File: src/rtl/serial_work_loader.sv
// serial_work_loader - 8N1 UART receiver assembling 64-byte work frames into midstate/data2 for the hashing core.
// A frame is published only when all 64 bytes arrive cleanly; errors and idle timeouts discard the partial frame.
module serial_work_loader #(
  parameter int CLKS_PER_BIT = 434,
  parameter int TIMEOUT_CLKS = 2_000_000
) (
  input  logic         osc_clk,
  input  logic         reset_n,
  input  logic         rx_serial,
  output logic [255:0] midstate,
  output logic [255:0] data2,
  output logic         work_valid,
  output logic         frame_err,
  output logic         led
);

  localparam int TMR_W = $clog2(CLKS_PER_BIT);
  localparam int TMO_W = $clog2(TIMEOUT_CLKS + 1);
  localparam logic [TMR_W-1:0] TMR_HALF = TMR_W'(CLKS_PER_BIT / 2 - 1);
  localparam logic [TMR_W-1:0] TMR_FULL = TMR_W'(CLKS_PER_BIT - 1);
  localparam logic [TMO_W-1:0] TMO_LAST = TMO_W'(TIMEOUT_CLKS - 1);

  typedef enum logic [1:0] {S_IDLE, S_START, S_DATA, S_STOP} state_t;

  state_t       state_q, state_d;
  logic [1:0]   sync_q, fill_q;
  logic         armed_q, armed_d;
  logic [TMR_W-1:0] tmr_q, tmr_d;
  logic [2:0]   idx_q, idx_d;
  logic [7:0]   shreg_q, shreg_d;
  logic [5:0]   byte_cnt_q, byte_cnt_d;
  logic [511:0] payload_q, payload_d;
  logic [TMO_W-1:0] tmo_q, tmo_d;
  logic [255:0] midstate_q, data2_q;
  logic         wv_q, fe_q, led_q;

  logic rx_s, tmr_zero, byte_ok, stop_bad, frame_done, tmo_hit;

  assign rx_s     = sync_q[1];
  assign tmr_zero = (tmr_q == '0);

  always_ff @(posedge osc_clk or negedge reset_n) begin
    if (!reset_n) begin
      state_q    <= S_IDLE;
      sync_q     <= 2'b11;
      fill_q     <= 2'b00;
      armed_q    <= 1'b0;
      tmr_q      <= '0;
      idx_q      <= 3'd0;
      shreg_q    <= 8'd0;
      byte_cnt_q <= 6'd0;
      payload_q  <= '0;
      tmo_q      <= '0;
      midstate_q <= '0;
      data2_q    <= '0;
      wv_q       <= 1'b0;
      fe_q       <= 1'b0;
      led_q      <= 1'b0;
    end else begin
      state_q    <= state_d;
      sync_q     <= {sync_q[0], rx_serial};
      fill_q     <= {fill_q[0], 1'b1};
      armed_q    <= armed_d;
      tmr_q      <= tmr_d;
      idx_q      <= idx_d;
      shreg_q    <= shreg_d;
      byte_cnt_q <= byte_cnt_d;
      payload_q  <= payload_d;
      tmo_q      <= tmo_d;
      if (frame_done) begin
        midstate_q <= payload_d[255:0];
        data2_q    <= payload_d[511:256];
      end
      wv_q  <= frame_done;
      fe_q  <= stop_bad | tmo_hit;
      led_q <= led_q ^ frame_done;
    end
  end

  // Arming waits for a genuine high on the synchronised line, not the synchroniser's reset value.
  assign armed_d = armed_q | (fill_q[1] & rx_s);

  always_comb begin
    state_d = state_q;
    case (state_q)
      S_IDLE:  if (armed_q && !rx_s) state_d = S_START;
      S_START: if (tmr_zero) state_d = rx_s ? S_IDLE : S_DATA;
      S_DATA:  if (tmr_zero && idx_q == 3'd7) state_d = S_STOP;
      S_STOP:  if (tmr_zero) state_d = S_IDLE;
      default: state_d = S_IDLE;
    endcase
  end

  always_comb begin
    tmr_d    = tmr_q;
    idx_d    = idx_q;
    shreg_d  = shreg_q;
    byte_ok  = 1'b0;
    stop_bad = 1'b0;
    case (state_q)
      S_IDLE: if (armed_q && !rx_s) tmr_d = TMR_HALF;
      S_START: begin
        if (!tmr_zero) tmr_d = tmr_q - 1'b1;
        else begin
          tmr_d = TMR_FULL;
          idx_d = 3'd0;
        end
      end
      S_DATA: begin
        if (!tmr_zero) tmr_d = tmr_q - 1'b1;
        else begin
          shreg_d[idx_q] = rx_s;
          idx_d          = idx_q + 3'd1;
          tmr_d          = TMR_FULL;
        end
      end
      S_STOP: begin
        if (!tmr_zero) tmr_d = tmr_q - 1'b1;
        else begin
          byte_ok  = rx_s;
          stop_bad = !rx_s;
        end
      end
      default: tmr_d = '0;
    endcase
  end

  always_comb begin
    payload_d = payload_q;
    if (byte_ok) payload_d[{byte_cnt_q, 3'b000} +: 8] = shreg_q;
    frame_done = byte_ok && (byte_cnt_q == 6'd63);
    // The idle timer only runs between bytes of an unfinished frame.
    tmo_hit = (byte_cnt_q != 6'd0) && (state_q == S_IDLE) && (tmo_q == TMO_LAST);
    byte_cnt_d = byte_cnt_q;
    if (byte_ok) byte_cnt_d = frame_done ? 6'd0 : byte_cnt_q + 6'd1;
    else if (stop_bad || tmo_hit) byte_cnt_d = 6'd0;
    tmo_d = tmo_q;
    if (byte_ok || byte_cnt_d == 6'd0) tmo_d = '0;
    else if (state_q == S_IDLE) tmo_d = tmo_q + 1'b1;
  end

  assign midstate   = midstate_q;
  assign data2      = data2_q;
  assign work_valid = wv_q;
  assign frame_err  = fe_q;
  assign led        = led_q;

endmodule

File: config.mk
export PLATFORM = sky130hd
export DESIGN_NAME = serial_work_loader
export DESIGN_NICKNAME = d
export VERILOG_FILES = /design/src/rtl/serial_work_loader.sv
export SDC_FILE = /design/constraint.sdc
export NUM_CORES = 2
export LEC_CHECK = 0
export BUFFER_PORTS_ARGS = -buffer_cell sky130_fd_sc_hd__buf_2
export CAP_MARGIN = 25
export CORE_MARGIN = 10
export CORE_UTILIZATION = 45
export CTS_BUF_LIST = sky130_fd_sc_hd__clkbuf_8
export DETAILED_ROUTE_END_ITERATION = 8
export GPL_TIMING_DRIVEN = 0
export PLACE_DENSITY = 0.61
export SETUP_SLACK_MARGIN = 0.05
export SYNTH_ARGS = -nofsm -noshare
export SYNTH_HDL_FRONTEND = slang
export SYNTH_SLANG_ARGS = --single-unit
File: constraint.sdc
create_clock -name osc_clk -period 3.69 [get_ports osc_clk]
set_input_delay 0.369 -clock osc_clk [delete_from_list [all_inputs] [get_ports osc_clk]]
set_output_delay 0.369 -clock osc_clk [all_outputs]
set_load 0.02 [all_outputs]
==> flow_summary_export.csv <==
group,metric,value,unit
synth,library_cell_occupying_the_most_area_in_the_post_synthesis_netlist,"dfrtp_1",
route,detail_route.wirelength.met1,57800,um
route,wl_met2,66200,um
power,ir_drop,0.000349,V
route,dr_wl_met3,9400,um
route,detail_route.iter0.violations,2455,
sta,worst_hold_slack,0.121,ns
synth,synthDistinctLibCells,76,
power,p_comb_share,6.0,%
grt,grt_pass1_wl,206000,um
synth,ys_seq_area_share,64.7,%
clock_tree,cts_root_buf,"clkbuf_8",
power,cellPowerDensity,476,nW/um2
final_layout,area_delta_synth_final,19.3,%
clock_tree,cts.sink_count,1081,
floorplan,die_span_y,325,um
synth,synth.net_count,4011,
placed_design,place.gp.congestion,0.934,
route,drt.antenna.violating_nets,0,
grt,antenna_found_initial,6,
synth,synth.avg_cell_area,10.5,um2
clock_tree,post-cts-setup-buffer-count,0,
power,p_sw_share,25.2,%
run,max_cap_violations,0,
final_layout,finish.cell_count_without_fillers,6088,
sta,final_worst_path_period_share,95.5,%
route,detail_route.drc_violations,0,
synth,synthesis.area,41800,um2
placed_design,post-dp-hpwl,101000,um
synth,number_of_flops_mapped_to_enable_cells_by_yosys,0,
setup_path,rr_endpoint,"midstate[230]$_DFFE_PN0P_",
clock_tree,cts.path.max_buffers,3,
synth,synth.yosys.warnings,0,
route,via_count,31461,
sta,setup_tns,0,ns
synth,share_of_the_synthesized_area_in_the_top_cell_type,64.6,%
floorplan,core,91900,um2
setup_path,cp.required,4.47,ns
grt,vias_in_the_first_global_route,31719,
floorplan,die_x,325,um
final_layout,final_net_count,4732,
route,detail_route.first_pass.iterations,5,
grt,overflow,0,
sta,hold_viol,0,
setup_path,rrSetupSlack,0.17,ns
power,seq_power_share,50.8,%
sta,relSlewSlack,24.6,%
sta,period_needed,3.52,ns
sta,fmaxAchievable,0.284,GHz
setup_path,worstSetupEndpointType,"flip-flop",
run_status,run_status,"finished, final reports clean",
clock_tree,clock_latency,0.87,ns
grt,globalRouteTotalUtil,25.9,%
power,leakagePower,27.8,nW
floorplan,initial_utilization,45.4,%
sta,clock_skew,0.0328,ns
synth,number_of_synthesized_register_bits,1081,
final_layout,nFillCells,8536,
floorplan,rows,111,
sta,finalSetupViolations,0,
route,drt-total-wl,139000,um
floorplan,design.die.area,105000,um2
placed_design,buffer_ports.inserted,517,
route,routed_wire_length_per_instance,22.8,um
final_layout,post_route_cells_drive_above_1_share,22.3,%
power,cell_internal_pwr,17.7,mW
power,power_frac_clock,43.3,%
setup_path,crit_path_max_fanout,10,
setup_path,cp-start-kind,"flip-flop",
power,finalPower,23.7,mW
setup_path,rr_worst_depth,10,
synth,synthFlopType,"dfrtp_1",
clock_tree,cts_tree,"yes",
hold_path,worst_hold_path_class,"primary input to async pin",
sta,report.final.slew_viol_count,0,
final_layout,sequential_cell_area,27100,um2
route,dr_top_layer,"met4",
route,viasPerCell,5.17,
synth,synthTopCellsByArea,"dfrtp_1, nand2_1, mux2_2, o21ai_0, o2bb2ai_1",
clock_tree,numCtsBuffers,179,
floorplan,design.portCount,518,
sta,setup_repair_after_global_routing_missed_its_margin,"no",
placed_design,dpl.cell_count,5774,
clock_tree,clkSlewWorstSetupHoldPaths,0.06,ns
grt,grt_start_max_net_pins,176,
sta,tightestPinTransition,1.13,ns
final_layout,multiInputGateArea,13800,um2
setup_path,worst_ep_arrival_time,4.31,ns
synth,synthesis.instances,3996,
setup_path,worst-setup-path-type,"flip-flop to flip-flop",
synth,async_set_or_reset_register_ratio_after_synthesis,100,%
power,p_switching,5.97,mW
clock_tree,h-tree-depth,4,
setup_path,r2r_start,"state_q[0]$_DFFE_PN0P_",
## cell type report
class | instances | area share, %
Antenna cell | 2 | 0.0100
Buffer | 214 | 1.77
Clock buffer | 221 | 6.10
Clock inverter | 86 | 0.828
Inverter | 25 | 0.188
Multi-Input combinational cell | 2676 | 27.7
Sequential cell | 1081 | 54.3
Tap cell | 1243 | 3.12
Timing Repair Buffer | 540 | 6.03
## layer usage
layer	GRT usage, %	vias up
met2	41.9	952
met4	10.2	0
li1	-	14490
met3	7.05	258
met1	32.7	15761
met5	0	-
## worst max-delay path by stage
stage	startpoint	to	slack [ns]	depth (start not counted)
2_1_floorplan	byte_cnt_q[1]$_DFF_PN0_	payload_q[32]$_DFF_PN0_	1.06	12
3_3_place_gp	reset_n	data2[1]$_DFFE_PN0P_	-21.71	1
6_report	state_q[0]$_DFFE_PN0P_	midstate[230]$_DFFE_PN0P_	0.17	10
3_5_place_dp	state_q[0]$_DFFE_PN0P_	midstate[230]$_DFFE_PN0P_	-0.34	10
5_1_grt	state_q[0]$_DFFE_PN0P_	midstate[230]$_DFFE_PN0P_	0.06	10
4_1_cts	state_q[0]$_DFFE_PN0P_	data2[0]$_DFFE_PN0P_	0.09	11
## power groups by stage
stage / clock network [mW] / registers (mW) / logic, mW
floorplan: 0 / 12.2 / 0.767
global placement: 0 / 12.2 / 1.33
detailed placement: 0 / 12.2 / 1.39
CTS: 10.5 / 12.0 / 1.39
global route: 11.0 / 12.0 / 1.56
finish: 10.3 / 12.0 / 1.41
## worst max-delay path, stage by stage, from the launching register on
cell,delay [ns]
dfrtp_1,0.45
ha_1,0.18
clkbuf_1,0.36
and2_1,0.25
nand3_2,0.20
nor2_2,0.50
buf_2,0.47
clkbuf_2,0.51
buf_2,0.34
nand2_1,0.11
nand2_1,0.07
## kinds of logic (layout without fill, tap and decap cells)
group,count (synthesis),count (layout),synth area share (%)
flops,1081,1081,64.7
compound gates,405,405,6.15
mux,241,241,6.73
other cells,1,3,0.00897
xor+xnor,18,18,0.395
simple gates,1999,1999,19.3
buf+inv,239,1086,2.32
fa+ha+maj,12,12,0.359
## what timing repair did
item | in CTS | in global routing
hold buffers | 2 | 0
resized for setup | 4 | 16
setup endpoints to repair | 127 | 139
endpoints found under the hold margin | 123 | 0
## registers in the layout, indices dropped and copies added (netlist names), 3 cells and up, named ones only
signal / flops
shreg_q: 8
byte_cnt_q: 6
tmr_q: 9
payload_q: 512
midstate: 256
data2: 256
tmo_q: 21
idx_q: 3
## cells in the mapped netlist, types with 9 or more instances
| cell type | instances |
|---|---|
| a21o_1 | 10 |
| a21oi_1 | 26 |
| a31oi_1 | 51 |
| and2_1 | 23 |
| and3_1 | 25 |
| buf_1 | 9 |
| buf_2 | 35 |
| clkbuf_1 | 164 |
| dfrtp_1 | 1079 |
| ha_1 | 12 |
| inv_1 | 24 |
| mux2_1 | 9 |
| mux2_2 | 183 |
| mux2_4 | 32 |
| mux2i_1 | 17 |
| nand2_1 | 1707 |
| nand3_1 | 26 |
| nand4_1 | 19 |
| nor2_1 | 109 |
| nor3_1 | 16 |
| o21ai_0 | 200 |
| o2bb2ai_1 | 82 |
| xor2_1 | 9 |
## stage by stage
stage,worst slack (ns),util [%],area [um2]
after detailed placement,-0.344,50.4,46300
after global placement,-21.71,50.0,45900
final,0.168,54.2,49800
after floorplan,1.06,-,41800
after CTS,0.0931,54.1,49800
after global routing,0.0620,54.2,49800
## layout by cell type, fill, tap and decap left out, types with 4 or more instances in the layout
master        n
nor3_1       16
buf_8        15
o31ai_1       7
inv_1        93
mux2_4       32
nor2_1      105
o41ai_1       4
buf_16        6
or2_2         8
o21ai_0     200
clkbuf_2      8
clkinv_2      8
mux2_2      183
mux2i_1      17
and4_1        5
o2bb2ai_1    82
clkbuf_1    157
a21oi_1      26
buf_2       551
a31oi_1      51
clkbuf_8    221
a21o_1       10
nand2_1    1707
nor2b_1       6
ha_1         12
and2_1       23
and3_1       25
nand2b_1      8
buf_4         5
nand4_1      19
xnor2_1       8
xor2_1        9
nand3_1      26
dfrtp_1    1079
nand2_4       4
nor2_2        7
buf_1         9
mux2_1        9
or3_1         8
Note: power is estimated with default switching activity, not from simulation.
